### src/rtl/ultrasound_pkg.sv
// Shared constants for the HC-SR04 sensor path: timing at 27 MHz and state encodings.
package ultrasound_pkg;

  localparam int unsigned CLOCKS_PER_US   = 27;
  localparam int unsigned CLOCKS_PER_INCH = 148 * CLOCKS_PER_US;
  localparam int unsigned NO_ECHO_CLOCKS  = 38000 * CLOCKS_PER_US;
  localparam int unsigned TRIGGER_MIN     = 10 * CLOCKS_PER_US;

  localparam int unsigned STATE_W = 3;
  localparam int unsigned DIST_W  = 8;
  localparam int unsigned WIDTH_W = 20;
  localparam int unsigned DELAY_W = 14;
  localparam int unsigned TRIG_W  = 9;
  localparam int unsigned HOLD_W  = 15;

  localparam logic [STATE_W-1:0] ST_IDLE      = 3'd0;
  localparam logic [STATE_W-1:0] ST_OFF       = 3'd1;
  localparam logic [STATE_W-1:0] ST_TRIG_HIGH = 3'd2;
  localparam logic [STATE_W-1:0] ST_DELAY     = 3'd3;
  localparam logic [STATE_W-1:0] ST_ECHO      = 3'd4;
  localparam logic [STATE_W-1:0] ST_STUCK     = 3'd5;
  localparam logic [STATE_W-1:0] ST_HOLDOFF   = 3'd6;

endpackage

### src/rtl/sync_2ff.sv
// Generic two-flop synchroniser for asynchronous level inputs.
module sync_2ff #(
  parameter int unsigned WIDTH = 1
) (
  input  logic             clock,
  input  logic             reset,
  input  logic [WIDTH-1:0] d,
  output logic [WIDTH-1:0] q
);

  logic [WIDTH-1:0] meta;

  // Two register stages; the first may go metastable, the second resolves it.
  always_ff @(posedge clock) begin
    if (reset) begin
      meta <= '0;
      q    <= '0;
    end else begin
      meta <= d;
      q    <= meta;
    end
  end

endmodule

### src/rtl/ultrasound_echo_emulator.sv
// Behavioural stand-in for one HC-SR04: trigger in, delayed distance-coded echo out.
module ultrasound_echo_emulator #(
  parameter int unsigned TRIGGER_MIN     = ultrasound_pkg::TRIGGER_MIN,
  parameter int unsigned ECHO_DELAY      = 12150,
  parameter int unsigned CLOCKS_PER_INCH = ultrasound_pkg::CLOCKS_PER_INCH,
  parameter int unsigned NO_ECHO_CLOCKS  = ultrasound_pkg::NO_ECHO_CLOCKS,
  parameter int unsigned HOLDOFF         = 27000
) (
  input  logic                               clock,
  input  logic                               reset,
  input  logic                               power,
  input  logic                               trigger,
  input  logic [ultrasound_pkg::DIST_W-1:0]  distance_inches,
  input  logic                               target_present,
  input  logic                               stick_enable,
  output logic                               echo,
  output logic                               busy,
  output logic [ultrasound_pkg::STATE_W-1:0] state
);

  import ultrasound_pkg::*;

  localparam logic [WIDTH_W-1:0] CPI_C      = WIDTH_W'(CLOCKS_PER_INCH);
  localparam logic [WIDTH_W-1:0] NO_ECHO_C  = WIDTH_W'(NO_ECHO_CLOCKS);
  localparam logic [TRIG_W-1:0]  TRIG_MIN_C = TRIG_W'(TRIGGER_MIN);
  localparam logic [DELAY_W-1:0] DELAY_LAST = DELAY_W'(ECHO_DELAY - 1);
  localparam logic [HOLD_W-1:0]  HOLD_LAST  = HOLD_W'(HOLDOFF - 1);

  logic                trigger_sync;
  logic [STATE_W-1:0]  state_next;
  logic [TRIG_W-1:0]   trig_count, trig_count_next;
  logic [DELAY_W-1:0]  delay_count, delay_count_next;
  logic [WIDTH_W-1:0]  echo_count, echo_count_next;
  logic [HOLD_W-1:0]   holdoff_count, holdoff_count_next;
  logic [WIDTH_W-1:0]  width, width_next;
  logic [DIST_W-1:0]   dist_lat, dist_lat_next;
  logic                target_lat, target_lat_next;
  logic                echo_d, busy_d;

  sync_2ff #(.WIDTH(1)) u_trigger_sync (
    .clock (clock),
    .reset (reset),
    .d     (trigger),
    .q     (trigger_sync)
  );

  // State, counters, latched target and registered outputs.
  always_ff @(posedge clock) begin
    if (reset) begin
      state         <= ST_IDLE;
      echo          <= 1'b0;
      busy          <= 1'b0;
      trig_count    <= '0;
      delay_count   <= '0;
      echo_count    <= '0;
      holdoff_count <= '0;
      width         <= '0;
      dist_lat      <= '0;
      target_lat    <= 1'b0;
    end else begin
      state         <= state_next;
      echo          <= echo_d;
      busy          <= busy_d;
      trig_count    <= trig_count_next;
      delay_count   <= delay_count_next;
      echo_count    <= echo_count_next;
      holdoff_count <= holdoff_count_next;
      width         <= width_next;
      dist_lat      <= dist_lat_next;
      target_lat    <= target_lat_next;
    end
  end

  // Next state and next counter values; loss of power overrides everything.
  always_comb begin
    state_next         = state;
    trig_count_next    = trig_count;
    delay_count_next   = delay_count;
    echo_count_next    = echo_count;
    holdoff_count_next = holdoff_count;
    width_next         = width;
    dist_lat_next      = dist_lat;
    target_lat_next    = target_lat;

    if (!power || state == ST_OFF) begin
      state_next         = power ? ST_IDLE : ST_OFF;
      trig_count_next    = '0;
      delay_count_next   = '0;
      echo_count_next    = '0;
      holdoff_count_next = '0;
    end else begin
      case (state)
        ST_IDLE: begin
          if (trigger_sync) begin
            state_next      = ST_TRIG_HIGH;
            trig_count_next = TRIG_W'(1);
          end
        end
        ST_TRIG_HIGH: begin
          if (trigger_sync) begin
            if (trig_count < TRIG_MIN_C) trig_count_next = trig_count + 1'b1;
          end else if (trig_count >= TRIG_MIN_C) begin
            state_next       = ST_DELAY;
            delay_count_next = '0;
            dist_lat_next    = distance_inches;
            target_lat_next  = target_present;
          end else begin
            state_next = ST_IDLE;
          end
        end
        ST_DELAY: begin
          if (delay_count == DELAY_LAST) begin
            echo_count_next = WIDTH_W'(1);
            state_next      = ST_ECHO;
            if (!target_lat) begin
              width_next = NO_ECHO_C;
            end else if (dist_lat == '0) begin
              if (stick_enable) state_next = ST_STUCK;
              else              width_next = WIDTH_W'(1);
            end else begin
              width_next = WIDTH_W'(WIDTH_W'(dist_lat) * CPI_C);
            end
          end else begin
            delay_count_next = delay_count + 1'b1;
          end
        end
        ST_ECHO: begin
          if (echo_count == width) begin
            state_next         = ST_HOLDOFF;
            holdoff_count_next = '0;
          end else begin
            echo_count_next = echo_count + 1'b1;
          end
        end
        ST_STUCK: state_next = ST_STUCK;
        ST_HOLDOFF: begin
          if (holdoff_count == HOLD_LAST) state_next = ST_IDLE;
          else holdoff_count_next = holdoff_count + 1'b1;
        end
        default: state_next = ST_IDLE;
      endcase
    end
  end

  // Output values derived from the upcoming state, registered alongside it.
  always_comb begin
    echo_d = 1'b0;
    busy_d = 1'b0;
    if (state_next == ST_ECHO || state_next == ST_STUCK) echo_d = 1'b1;
    if (state_next != ST_IDLE && state_next != ST_OFF) busy_d = 1'b1;
  end

endmodule

### config.mk
export PLATFORM = sky130hd
export DESIGN_NAME = ultrasound_echo_emulator
export DESIGN_NICKNAME = d
export VERILOG_FILES = /design/src/rtl/ultrasound_pkg.sv /design/src/rtl/sync_2ff.sv /design/src/rtl/ultrasound_echo_emulator.sv
export SDC_FILE = /design/constraint.sdc
export NUM_CORES = 1
export LEC_CHECK = 0
export CAP_MARGIN = 10
export CORE_ASPECT_RATIO = 0.7
export CORE_UTILIZATION = 40
export CTS_CLUSTER_SIZE = 16
export DETAILED_ROUTE_END_ITERATION = 7
export PLACE_DENSITY_LB_ADDON = 0.08
export SLEW_MARGIN = 10
export SYNTH_ARGS = -nofsm -noshare
export SYNTH_HDL_FRONTEND = slang
export SYNTH_HIERARCHICAL = 1
export SYNTH_SLANG_ARGS = --single-unit
### constraint.sdc
create_clock -name clock -period 6.59 [get_ports clock]
set_input_delay 1.318 -clock clock [delete_from_list [all_inputs] [get_ports clock]]
set_output_delay 1.318 -clock clock [all_outputs]
set_load 0.01 [all_outputs]
== Word level (Yosys, flattened, before mapping) ==
Index checks and enable logic that the tools add are counted.
Word-level totals
  output and inout port bits: 5
  flip-flop bits (word level): 94
  bits of input ports: 14
  logic and storage cells: 93
Cells by class
  bitwise gates (word level): 2
  equality and inequality tests: 23
  $add $sub $neg: 4
  reduce and logical (&&, ||, !) cells: 18
  magnitude comparators: 2
  muxes and demuxes: 31
  $mul: 1
Operator list (number)
  2-to-1 mux 20 bit: 5
  2-to-1 mux 14 bit: 3
  one-hot mux 20 bit (2 select lines): 1
  2-to-1 mux 15 bit: 2
  one-hot mux 15 bit (2 select lines): 1
  one-hot mux 14 bit (2 select lines): 1
  2-to-1 mux 9 bit: 3
  adder 20 x 1 -> 20 bit (second input constant): 1
  == test 20 bit: 1
  multiplier 8 x 10 -> 18 bit (second input constant): 1
  2-to-1 mux 3 bit: 6
  one-hot mux 3 bit (6 select lines): 1
  one-hot mux 9 bit (2 select lines): 1
  != test 2 bit (second input constant): 8
  AND reduction 4 bit: 4
  adder 15 x 1 -> 15 bit (second input constant): 1
  == test 15 bit (second input constant): 1
  == test 3 bit (second input constant): 5
  adder 14 x 1 -> 14 bit (second input constant): 1
  == test 14 bit (second input constant): 1
  adder 9 x 1 -> 9 bit (second input constant): 1
  greater-or-equal comparator 9 bit (second input constant): 1
  less-than comparator 9 bit (second input constant): 1
  zero test 8 bit: 1
  16 further kinds: 29

== Logic depth before layout (Yosys ltp) ==
Gate-level depths: netlist (run 1).
  depth in word-level cells: 9
  gate-level depth with buffers: 16
  gate-level depth less buffers: 16

== Modules after synthesis ==
Netlist (run 1), hierarchy kept.
Modules (own cells, without submodules)
  ultrasound_echo_emulator: cells an instance 698, instances 1, seq. area each 1821.7 um^2, area an instance 6180.9 um^2
  sync_2ff: cells an instance 4, instances 1, seq. area each 40.0 um^2, area an instance 52.6 um^2

== Worst setup path after synthesis (run 1) ==
No wires, ideal clock.
  path kind: reg2reg
  start: register dist_lat[5]
  end: register width[18]
  setup time: 0.130 ns
  data arrival time: 4.189 ns
  data required time: 6.460 ns
  path slack: 2.270 ns
  period minus slack after synthesis: 4.320 ns
  buffers on the path: 0
  cell stages (with the launch flop): 15
  path through: dfxtp_1 fa_1 inv_1 fa_1 fa_1 fa_1 inv_1 ha_1 o21a_1 o21a_1 o22a_1 a211o_1 a31oi_1 xor2_1 o22ai_1
Between the ends
  longest elaborated chain between the ends: 3
  elaborated cells between the ends (all ways): 6
  those cells by class: mul: 1; eq/ne: 1; mux: 2; reduce/logical: 2
RTL lines
  from (decl): RTL line ultrasound_echo_emulator.sv:36  | logic [DIST_W-1:0] dist_lat, dist_lat_next;
  from (signal assigned): RTL line ultrasound_echo_emulator.sv:69  | dist_lat <= dist_lat_next;
  multiplier 8 x 10 -> 18 bit or zero test 8 bit (tied branches): RTL line ultrasound_echo_emulator.sv:121, ultrasound_echo_emulator.sv:117
  2-to-1 mux 20 bit or != test 3 bit (tied branches)
  2-to-1 mux 20 bit or AND reduction 4 bit (tied branches)
  to (signal assigned): RTL line ultrasound_echo_emulator.sv:68  | width <= width_next;
  to (decl): RTL line ultrasound_echo_emulator.sv:35  | logic [WIDTH_W-1:0] width, width_next;
Parallel ways exist; a longest one is shown, timed or not.
A chain may end at the register's enable or synchronous reset.

== Worst setup path in the final report (run 1) ==
Same ends and word-level chain as after synthesis.

==> metrics.md, run 1 <==
| Metric | Value |
|---|---|
| Die area | `16100 sq um` |
| Req. time, crit path | `6810 ps` |
| Row cnt | `37` |
| TritonCTS Sinks | `93` |
| CP max FO | `8` |
| CTS Buf Count | `9` |
| Hold Crit Start | `u_trigger_sync/meta` |
| Number of global-route vias before repair | `4752` |
| Synth Area in Adders | `0.188` |
| First-pass GRT wire length | `24400 microns` |
| Final max-slew violation count | `0` |
| Yosys cell types | `70` |
| Worst-path clk slew | `70 ps` |
| Final setup fails | `0` |
| Yosys warns | `6` |
| Die Wd | `151 microns` |
| Pwr dens | `159 nW/um^2` |
| Critical path origin | `dist_lat[5]` |
| H-tree depth | `3` |
| Leakage | `2.79 nW` |
| Clock Tree Root | `clkbuf_16` |
| Largest net degree at the start of global routing | `34` |
| Status | `complete, no violations` |
| MaxCap Viol Count | `0` |
| Synth Area in XOR/XNOR | `0.0953` |
| Async S/R FF share, synth | `0` |
| Via count | `4887` |
| Syn-to-layout area delta | `9.82%` |
| Placed cell count | `899` |
| Initial Utilization | `0.417` |
| WL final | `14700 microns` |
| Reg-to-reg startpoint | `dist_lat[5]` |
| Total Routing Usage GR | `0.198` |
| Max IR drop VDD | `110 uV` |
| Clk Latency, worst-skew pair | `350 ps` |
| Post-CTS sizing | `0` |
| Post-Layout Cell Count | `915` |
| Die Height | `106 microns` |
| Crit path DAT | `4940 ps` |
| Post-synthesis cell count | `702` |
| Final setup TNS | `0 ps` |
| Slew HR | `0.555` |
| Drt wl/cell | `16.0 microns` |
| IO Port Bufs | `18` |
| CP Capture Type | `flop` |
| Ys flop type | `dfxtp_1` |
| Critical path start-end classification | `flop to flop` |
| First-pass DRT Iterations | `5` |
| Via/cell ratio | `5.34` |
| Total gr overflow | `0` |
| Hold Path Class | `flop to flop` |
| Longest Clk Path Bufs | `2` |
| Largest family of logic cells by synthesized area | `simple AND/OR/NAND/NOR gates` |
| Final ANT Viol Nets | `0` |
| Mux cell area share after synthesis | `0.0128` |
| Number of diodes | `0` |
| Startpoint types | `flop` |
| Net Count, Synth | `794` |
| I/O pins | `19` |
| Final worst-path cycle share | `0.716` |
| Detail Placement HPWL | `11500 microns` |
| Simple-gate portion of the synthesized area | `0.220` |
| Yosys reg bits | `93` |
| RSZ-0062 raised after global routing | `no` |
| Initial antenna violation count | `0` |
| Synth Cell Area | `6230 sq um` |
| Routability Congestion | `0.859` |
| EDFF count, synth | `0` |
| Fin nets | `807` |
| Sequential-to-total area share from yosys stat | `0.299` |
| Compound-cell area share of the yosys netlist | `0.132` |
| Setup repair bufs after CTS | `0` |
| DR iter-0 viols | `310` |
| CTS tree | `built` |
| Hold Buf Count CTS | `0` |
| CORE AREA | `15000 sq um` |
| Setup Skew | `8.12 ps` |
| Maximum clock frequency | `0.212 GHz` |
| Hold Vio Cnt, Final | `0` |
| Worst Tran Pin Value | `667 ps` |
| Average size of a mapped cell | `8.88 sq um` |
| Layout cell share with drive strength beyond 1 | `0.0583` |
| DRC | `0` |
| Period minus WS final | `4720 ps` |
-- logic make-up after synthesis --
family	count (synthesis)
and+or+nand+nor	256
AOI/OAI and AO/OA	122
DFF	93
buffers and inverters	78
adders and majority gates	78
xor gates and xnor gates	67
muxes	8
-- area by class of cell --
| type | instances | area (sq um) |
|---|---|---|
| tap | 195 | 244 |
| timing repair buffer | 20 | 195 |
| multi-input combinational | 531 | 4040 |
| fill | 1495 | 8110 |
| sequential | 93 | 1860 |
| inverter | 60 | 225 |
| clock buffer | 11 | 243 |
| clock inverter | 5 | 35.0 |
-- power breakdown --
part | switching (mW) | internal [mW] | total, mW | leakage [nW]
registers | 0.00197 | 0.563 | 0.565 | 0.749
clock network | 0.228 | 0.267 | 0.495 | 0.136
logic | 0.0167 | 0.0126 | 0.0293 | 1.90
-- Yosys cell counts (all sizes together) (6+ instances only) --
cell	count	area [sq um]
dfxtp	93	1860
nor2	84	323
inv	60	225
ha	52	651
nand2	44	165
a21oi	40	204
xor2	37	324
xnor2	30	270
o21ai	27	135
fa	26	521
nand4	26	169
nand3	18	103
or3	18	118
nor3	14	80.1
a211oi	13	110
and3	12	75.1
buf	11	78.8
and2	8	50.1
mux2i	8	80.1
clkbuf	7	26.3
and4	6	52.6
nor2b	6	37.5
-- sequential cells by signal (all words and copies together) (netlist names) --
register	cells
echo_count	20
width	19
holdoff_count	15
delay_count	14
trig_count	9
dist_lat	8
state	3
busy	1
echo	1
target_lat	1
u_trigger_sync/meta	1
u_trigger_sync/q	1
-- critical path, cell delays in order (launching register included) --
cell	delay (ps)
dfxtp_1	580
fa_1	520
inv_1	210
fa_1	470
fa_1	500
fa_1	540
inv_1	40
ha_1	340
o21a_1	180
o21a_1	190
o22a_1	240
a211o_1	300
a31oi_1	220
xor2_1	170
o22ai_1	80
-- layer usage --
layer / wire, microns / track usage / part of all wire
met1: 8110 / 0.312 / 0.55
met2: 5670 / 0.268 / 0.39
met3: 811 / 0.0442 / 0.055
met4: 93 / 0.0357 / 0.0063
met5: 0 / 0 / 0
-- placed cells by master, fill, tap and decap left out, drive strengths merged, types with 5 or more instances in the layout --
master         netlist  routed
inv                 60      61
clkbuf               7      11
clkdlybuf4s50        0      18
mux2i                8       8
xor2                37      37
nand2               44      44
nor3                14      14
nand4               26      26
and2                 8       8
dfxtp               93      93
nand3               18      18
a211oi              13      13
and3                12      12
o211ai               5       5
nor2                84      84
and4                 6       6
fa                  26      26
xnor2               30      30
a21oi               40      40
o21ai               27      27
ha                  52      52
nor2b                6       6
or3                 18      18
-- path summary, 6_finish.rpt --
check                                         to  slack [ps]  depth (start not counted)
worst max-delay path                   width[18]        1870                         14
worst min-delay path            u_trigger_sync/q         450                          1
worst max register to register         width[18]        1870                         14
worst min register to register  u_trigger_sync/q         450                          1
-- metrics by stage --
step	worst slack, ps	hold WS [ps]	utilization	area (sq um)	total power [mW]
5_1_grt	1580	469	0.458	6850	1.13
3_3_place_gp	2060	439	0.439	6570	0.607
2_1_floorplan	2270	414	-	6230	0.593
3_5_place_dp	1920	427	0.439	6570	0.607
6_report	1870	450	0.458	6850	1.09
4_1_cts	1900	456	0.458	6850	1.10
No activity file was read; power rests on OpenSTA's default activity.
==> run 2, diff against run 1 <==
Clock period 6.59 ns to 4.7 ns, I/O delays scaled along.
==> metrics.md, run 2 (synthesis results as in run 1) <==
| Metric | Value |
|---|---|
| Status | `complete, no violations` |
| Final WS setup | `272 ps (-1600 ps)` |
| DR iter-0 viols | `276 (-11%)` |
| Final setup TNS | `0 ps (unchanged)` |
| Max reg flops | `20 (unchanged)` |
| Leakage | `2.81 nW (+1.0%)` |
| Layout cell share with drive strength beyond 1 | `0.0704 (+0.0121)` |
| Worst Tran Pin Value | `676 ps (+9.40 ps)` |
| CP max FO | `5 (-3)` |
| Clk Latency, worst-skew pair | `350 ps (about the same)` |
| Largest net degree at the start of global routing | `33 (-2.9%)` |
| I/O pins | `19 (unchanged)` |
| DRC | `0 (unchanged)` |
| TritonCTS Sinks | `93 (unchanged)` |
| Die area | `16100 sq um (unchanged)` |
| Reg2reg path depth | `14 (unchanged)` |
| Hold Vio Cnt, Final | `0 (unchanged)` |
| Pwr dens | `224 nW/um^2 (+41%)` |
| Via/cell ratio | `5.32 (-0.31%)` |
| Setup Skew | `9.39 ps (+1.26 ps)` |
| Final setup fails | `0 (unchanged)` |
| Fill cell count | `1506 (+0.74%)` |
| Most frequent cells in the layout | `90 x dfxtp_1, 81 x nor2_1, 58 x inv_1` |
| Commonest non-fill, non-tap cell in the layout | `dfxtp_1` |
| Worst-path clk slew | `70 ps (about the same)` |
| Final worst-path cycle share | `0.942 (+0.226)` |
| Syn-to-layout area delta | `10.6%` |
| CP Capture Type | `flop` |
| Die Wd | `151 microns (unchanged)` |
| CTS tree | `built` |
| Hold Path Cell Cnt | `1 (unchanged)` |
| Post-CTS sizing | `0 (unchanged)` |
| Hold Buf Count CTS | `0 (unchanged)` |
| Routability Congestion | `0.879 (+2.3%)` |
| Crit path DAT | `4650 ps (-290 ps)` |
| Regs by FF count | `echo_count (20), width (19), holdoff_count (15)` |
| Clock Tree Root | `clkbuf_16` |
| MaxCap Viol Count | `0 (unchanged)` |
| Number of diodes | `0 (unchanged)` |
| RSZ-0062 raised after global routing | `no` |
| Startpoint types | `flop` |
| Period minus WS final | `4430 ps (-291 ps)` |
| H-tree depth | `3 (unchanged)` |
| Maximum clock frequency | `0.226 GHz (+6.6%)` |
| Register area | `1870 sq um (+0.20%)` |
| Biggest register | `echo_count` |
| Row cnt | `37 (unchanged)` |
| Critical path start-end classification | `flop to flop` |
| Final ANT Viol Nets | `0 (unchanged)` |
| Multi-input combinational cell area | `4040 sq um (about the same)` |
| First-pass GRT wire length | `24900 microns (+1.9%)` |
| Final max-slew violation count | `0 (unchanged)` |
| Number of global-route vias before repair | `4714 (-0.80%)` |
| Slew HR | `0.549 (-0.00627)` |
| Die Height | `106 microns (unchanged)` |
| Initial antenna violation count | `0 (unchanged)` |
| Via count | `4893 (+0.12%)` |
| Longest Clk Path Bufs | `2 (unchanged)` |
| Detail Placement HPWL | `11600 microns (+0.28%)` |
| Drt wl/cell | `16.0 microns (-0.29%)` |
| Placement Setup Slack | `189 ps (-1730 ps)` |
| Req. time, crit path | `4920 ps (-1890 ps)` |
| CORE AREA | `15000 sq um (unchanged)` |
| Fin nets | `811 (+0.50%)` |
| First-pass DRT Iterations | `4 (-1)` |
| Total Routing Usage GR | `0.202 (+0.00440)` |
| Hold Path Class | `flop to flop` |
| Initial Utilization | `0.417 (unchanged)` |
| CTS Buf Count | `9 (unchanged)` |
| Total gr overflow | `0 (unchanged)` |
| Max IR drop VDD | `142 uV (+29%)` |
| Setup repair bufs after CTS | `0 (unchanged)` |
| IO Port Bufs | `18 (unchanged)` |
| WL final | `14700 microns (+0.14%)` |
## run 2: changes by cell type in the layout (fill, tap and decap cells not counted), sizes merged
cell / change
buf: +4
clkinvlp: -1
clkbuf: +1
## run 2: final cells by class
| type | instances | share of cell area |
|---|---|---|
| Multi-Input combinational cell | 531 | 0.587 |
| Timing Repair Buffer | 24 | 0.0327 |
| Tap cell | 195 | 0.0354 |
| Clock buffer | 12 | 0.0372 |
| Clock inverter | 4 | 0.00454 |
| Inverter | 60 | 0.0327 |
| Sequential cell | 93 | 0.271 |
## run 2: layer usage
layer,up-vias,track usage,wire [microns]
li1,2471,-,-
met1,2319,0.320,8320
met2,94,0.272,5660
met3,9,0.0403,593
met4,0,0.0457,123
met5,-,0,0
## run 2: path summary, 6_finish.rpt
kind	endpoint	startpoint	slack (ps)
max	width[18]	dist_lat[7]	270
min	u_trigger_sync/q	u_trigger_sync/meta	460
max reg2reg	width[18]	dist_lat[7]	270
min reg2reg	u_trigger_sync/q	u_trigger_sync/meta	460
## run 2: critical path, cell delays in order (launching register included)
cell     delay (ps)
dfxtp_2         360
fa_2            610
inv_2            80
fa_1            530
fa_1            450
fa_1            540
inv_1            40
ha_1            330
o21a_1          180
o21a_1          190
o22a_1          220
a211o_1         310
a31oi_1         190
xor2_1          180
o22ai_1          80
## run 2: metrics by stage
step                utilization  cells  cell area [sq um]  hold slack, ps  power [mW]
floorplan                     -    702               6230             414       0.831
global placement          0.441    903               6600             438       0.851
detailed placement        0.441    903               6600             435       0.851
CTS                       0.460    919               6890             459        1.57
global route              0.461    919               6890             477        1.60
finish                    0.461    919               6890             458        1.54
## run 2: report_power, final
part	total, mW	switching (mW)	internal (mW)
logic	0.0405	0.0228	0.0177
clock network	0.711	0.320	0.391
registers	0.792	0.00280	0.789
total	1.54	0.346	1.20
==> run 3, diff against run 2 <==
Settings changed: SYNTH_HIERARCHICAL 1 to unset.
==> metrics.md, run 3 <==
| Metric | Value |
|---|---|
| Status | `complete, no violations` |
| DRC | `0 (unchanged)` |
| H-tree depth | `3 (unchanged)` |
| Longest Clk Path Bufs | `2 (unchanged)` |
| Final setup TNS | `0 ps (unchanged)` |
| Setup Skew | `5.77 ps (-3.61 ps)` |
| Net Count, Synth | `829 (+4.4%)` |
| Most frequent cells in the layout | `93 x dfxtp_1, 71 x nor2_1, 59 x inv_1` |
| Crit path DAT | `4650 ps (about the same)` |
| Post-synthesis cell count | `737 (+5.0%)` |
| Max IR drop VDD | `168 uV (+18%)` |
| Regs by FF count | `echo_count (20), width (19), holdoff_count (15)` |
| IO Port Bufs | `18 (unchanged)` |
| Critical path start-end classification | `flop to flop` |
| Yosys cell types | `61 (-13%)` |
| CTS tree | `built` |
| MaxCap Viol Count | `0 (unchanged)` |
| Leakage | `2.84 nW (+0.78%)` |
| Final core utilization | `0.460 (-0.000757)` |
| First-pass GRT wire length | `25900 microns (+4.3%)` |
| Die Wd | `152 microns (+0.51%)` |
| Async S/R FF share, synth | `0 (unchanged)` |
| Cell with the most instances after synthesis | `dfxtp_1` |
| CP max FO | `6 (+1)` |
| Hold Buf Count CTS | `0 (unchanged)` |
| Final ANT Viol Nets | `0 (unchanged)` |
| Max reg flops | `20 (unchanged)` |
| First-pass DRT Iterations | `5 (+1)` |
| Crit-path cells | `fa_1 -> inv_2 -> fa_1 -> fa_1 -> fa_1 -> inv_1 -> ha_1 -> o21ai_0 -> o211ai_1 -> a21oi_1 -> o2111a_1 -> nor4b_2 -> nor3_1` |
| Period minus WS final | `4420 ps (-5.50 ps)` |
| Hold Path Class | `flop to flop` |
| Routed length on met2 | `5890 microns (+4.0%)` |
| RSZ-0062 raised after global routing | `no` |
| Yosys reg bits | `93 (unchanged)` |
| Die Height | `107 microns (+0.51%)` |
| Total gr overflow | `0 (unchanged)` |
| Startpoint types | `flop` |
| Worst Tran Pin Value | `840 ps (+164 ps)` |
| I/O pins | `19 (unchanged)` |
| Initial Utilization | `0.419 (+0.00176)` |
| Largest stage delay, worst path | `550 ps (-60 ps)` |
| Final setup fails | `0 (unchanged)` |
| Final max-slew violation count | `0 (unchanged)` |
| Fill cell count | `1485 (-1.4%)` |
| CTS Buf Count | `9 (unchanged)` |
| EDFF count, synth | `0 (unchanged)` |
| Sequential-to-total area share from yosys stat | `0.296 (-0.00309)` |
| Req. time, crit path | `4920 ps (about the same)` |
| M1 WL | `8670 microns (+4.2%)` |
| TritonCTS Sinks | `93 (unchanged)` |
| DR iter-0 viols | `285 (+3.3%)` |
| Slew HR | `0.437 (-0.112)` |
| Initial antenna violation count | `0 (unchanged)` |
| Met3 routed WL | `598 microns (+0.84%)` |
| Design area | `6920 sq um (+0.45%)` |
| Clock Tree Root | `clkbuf_16` |
| Fin nets | `841 (+3.7%)` |
| WHS | `435 ps (-23.0 ps)` |
| Largest net degree at the start of global routing | `35 (+6.1%)` |
| CP most frequent cell | `fa_1` |
| CP Capture Type | `flop` |
| Row cnt | `37 (unchanged)` |
| Reg-to-reg startpoint | `dist_lat[7]` |
| Synth top area cells | `dfxtp_1 30%, ha_1 10%, fa_1 8.3%` |
| Die area | `16300 sq um (+1.0%)` |
| Via count | `5153 (+5.3%)` |
| Number of global-route vias before repair | `4953 (+5.1%)` |
| DP Area | `6650 sq um (+0.85%)` |
| WL final | `15300 microns (+3.9%)` |
| Final worst-path cycle share | `0.941 (-0.00117)` |
| Via/cell ratio | `5.45 (+2.3%)` |
| Max Used Layer | `met4` |
| Maximum clock frequency | `0.226 GHz (+0.12%)` |
| Ys flop type | `dfxtp_1` |
| Slowest cell on crit path | `fa_1` |
| Biggest register | `echo_count` |
| CP Buf/Inv Count | `2 (unchanged)` |
| Syn-to-layout area delta | `9.91%` |
| Placement Setup Slack | `232 ps (+42.8 ps)` |
| Power Total | `1.54 mW (-0.46%)` |
| Post-Layout Cell Count | `946 (+2.9%)` |
| Pwr dens | `222 nW/um^2 (-0.91%)` |
| Final WS setup | `277 ps (+5.50 ps)` |
| Hold Crit Start | `u_trigger_sync.meta` |
| Yosys top cell area share | `0.296 (-0.00309)` |
| CORE AREA | `15000 sq um (+0.62%)` |
| Drt wl/cell | `16.2 microns (+0.97%)` |
| Hold Vio Cnt, Final | `0 (unchanged)` |
| Average size of a mapped cell | `8.55 sq um (-3.8%)` |
| Clk Latency, worst-skew pair | `350 ps (about the same)` |
| Routability Congestion | `0.881 (+0.32%)` |
| Layout cell share with drive strength beyond 1 | `0.0506 (-0.0198)` |
| Number of diodes | `0 (unchanged)` |
| Detail Placement HPWL | `11900 microns (+3.2%)` |
| Yosys warns | `0 (-6)` |
| Critical path origin | `dist_lat[7]` |
| Placed cell count | `933 (+3.3%)` |
| Top Family by Delay on Critical Path | `adder cells` |
| Most common library cells after synthesis | `93 x dfxtp_1, 71 x nor2_1, 60 x inv_1, 58 x nand2_1, 52 x ha_1` |
| Synth Cell Area | `6300 sq um (+1.0%)` |
| Worst-path clk slew | `60 ps (about the same)` |
| Top cell type by total area after synthesis | `dfxtp_1` |
| Total Routing Usage GR | `0.203 (+0.000804)` |
| Commonest non-fill, non-tap cell in the layout | `dfxtp_1` |
-- run 3: power breakdown --
group	switching (mW)	leakage, nW	total [mW]	internal, mW
clock network	0.302	0.134	0.704	0.402
logic	0.0236	1.95	0.0397	0.0161
registers	0.00323	0.749	0.793	0.789
-- run 3: logic make-up (layout without fill, tap and decap cells) --
logic type / Yosys count / in the layout / share of synthesized area
buffers and inverters: 82 / 96 / 0.0540
AO/OA/AOI/OAI: 141 / 141 / 0.142
flip-flops: 93 / 93 / 0.296
AND/OR/NAND/NOR: 277 / 277 / 0.227
adder cells (fa/ha/maj): 78 / 78 / 0.186
multiplexers: 15 / 15 / 0.0240
XOR/XNOR: 51 / 51 / 0.0709
-- run 3: final timing paths --
| path | to | slack, ps | cells after the start |
|---|---|---|---|
| worst max-delay path | width[17] | 280 | 13 |
| worst min-delay path | u_trigger_sync.q | 440 | 1 |
| worst max register to register | width[17] | 280 | 13 |
| worst min register to register | u_trigger_sync.q | 440 | 1 |
-- run 3: repair_timing --
action                                  in CTS  in global routing
endpoints found under the setup margin       0                  1
setup buffers                                0                  0
gates resized for setup                      0                  1
-- run 3: layout make-up --
type	instances	area, sq um	area share
clock buffer	10	229	0.0331
inverter	60	225	0.0325
timing repair buffer	23	218	0.0314
clock inverter	3	40.0	0.00578
tap	195	244	0.0352
multi-input combinational	562	4110	0.593
sequential	93	1860	0.269
-- run 3: routing by layer --
layer  global-route usage  up-vias
li1                     -     2600
met1                0.315     2450
met5                    0        -
met3               0.0408        8
met2                0.283       95
met4               0.0437        0
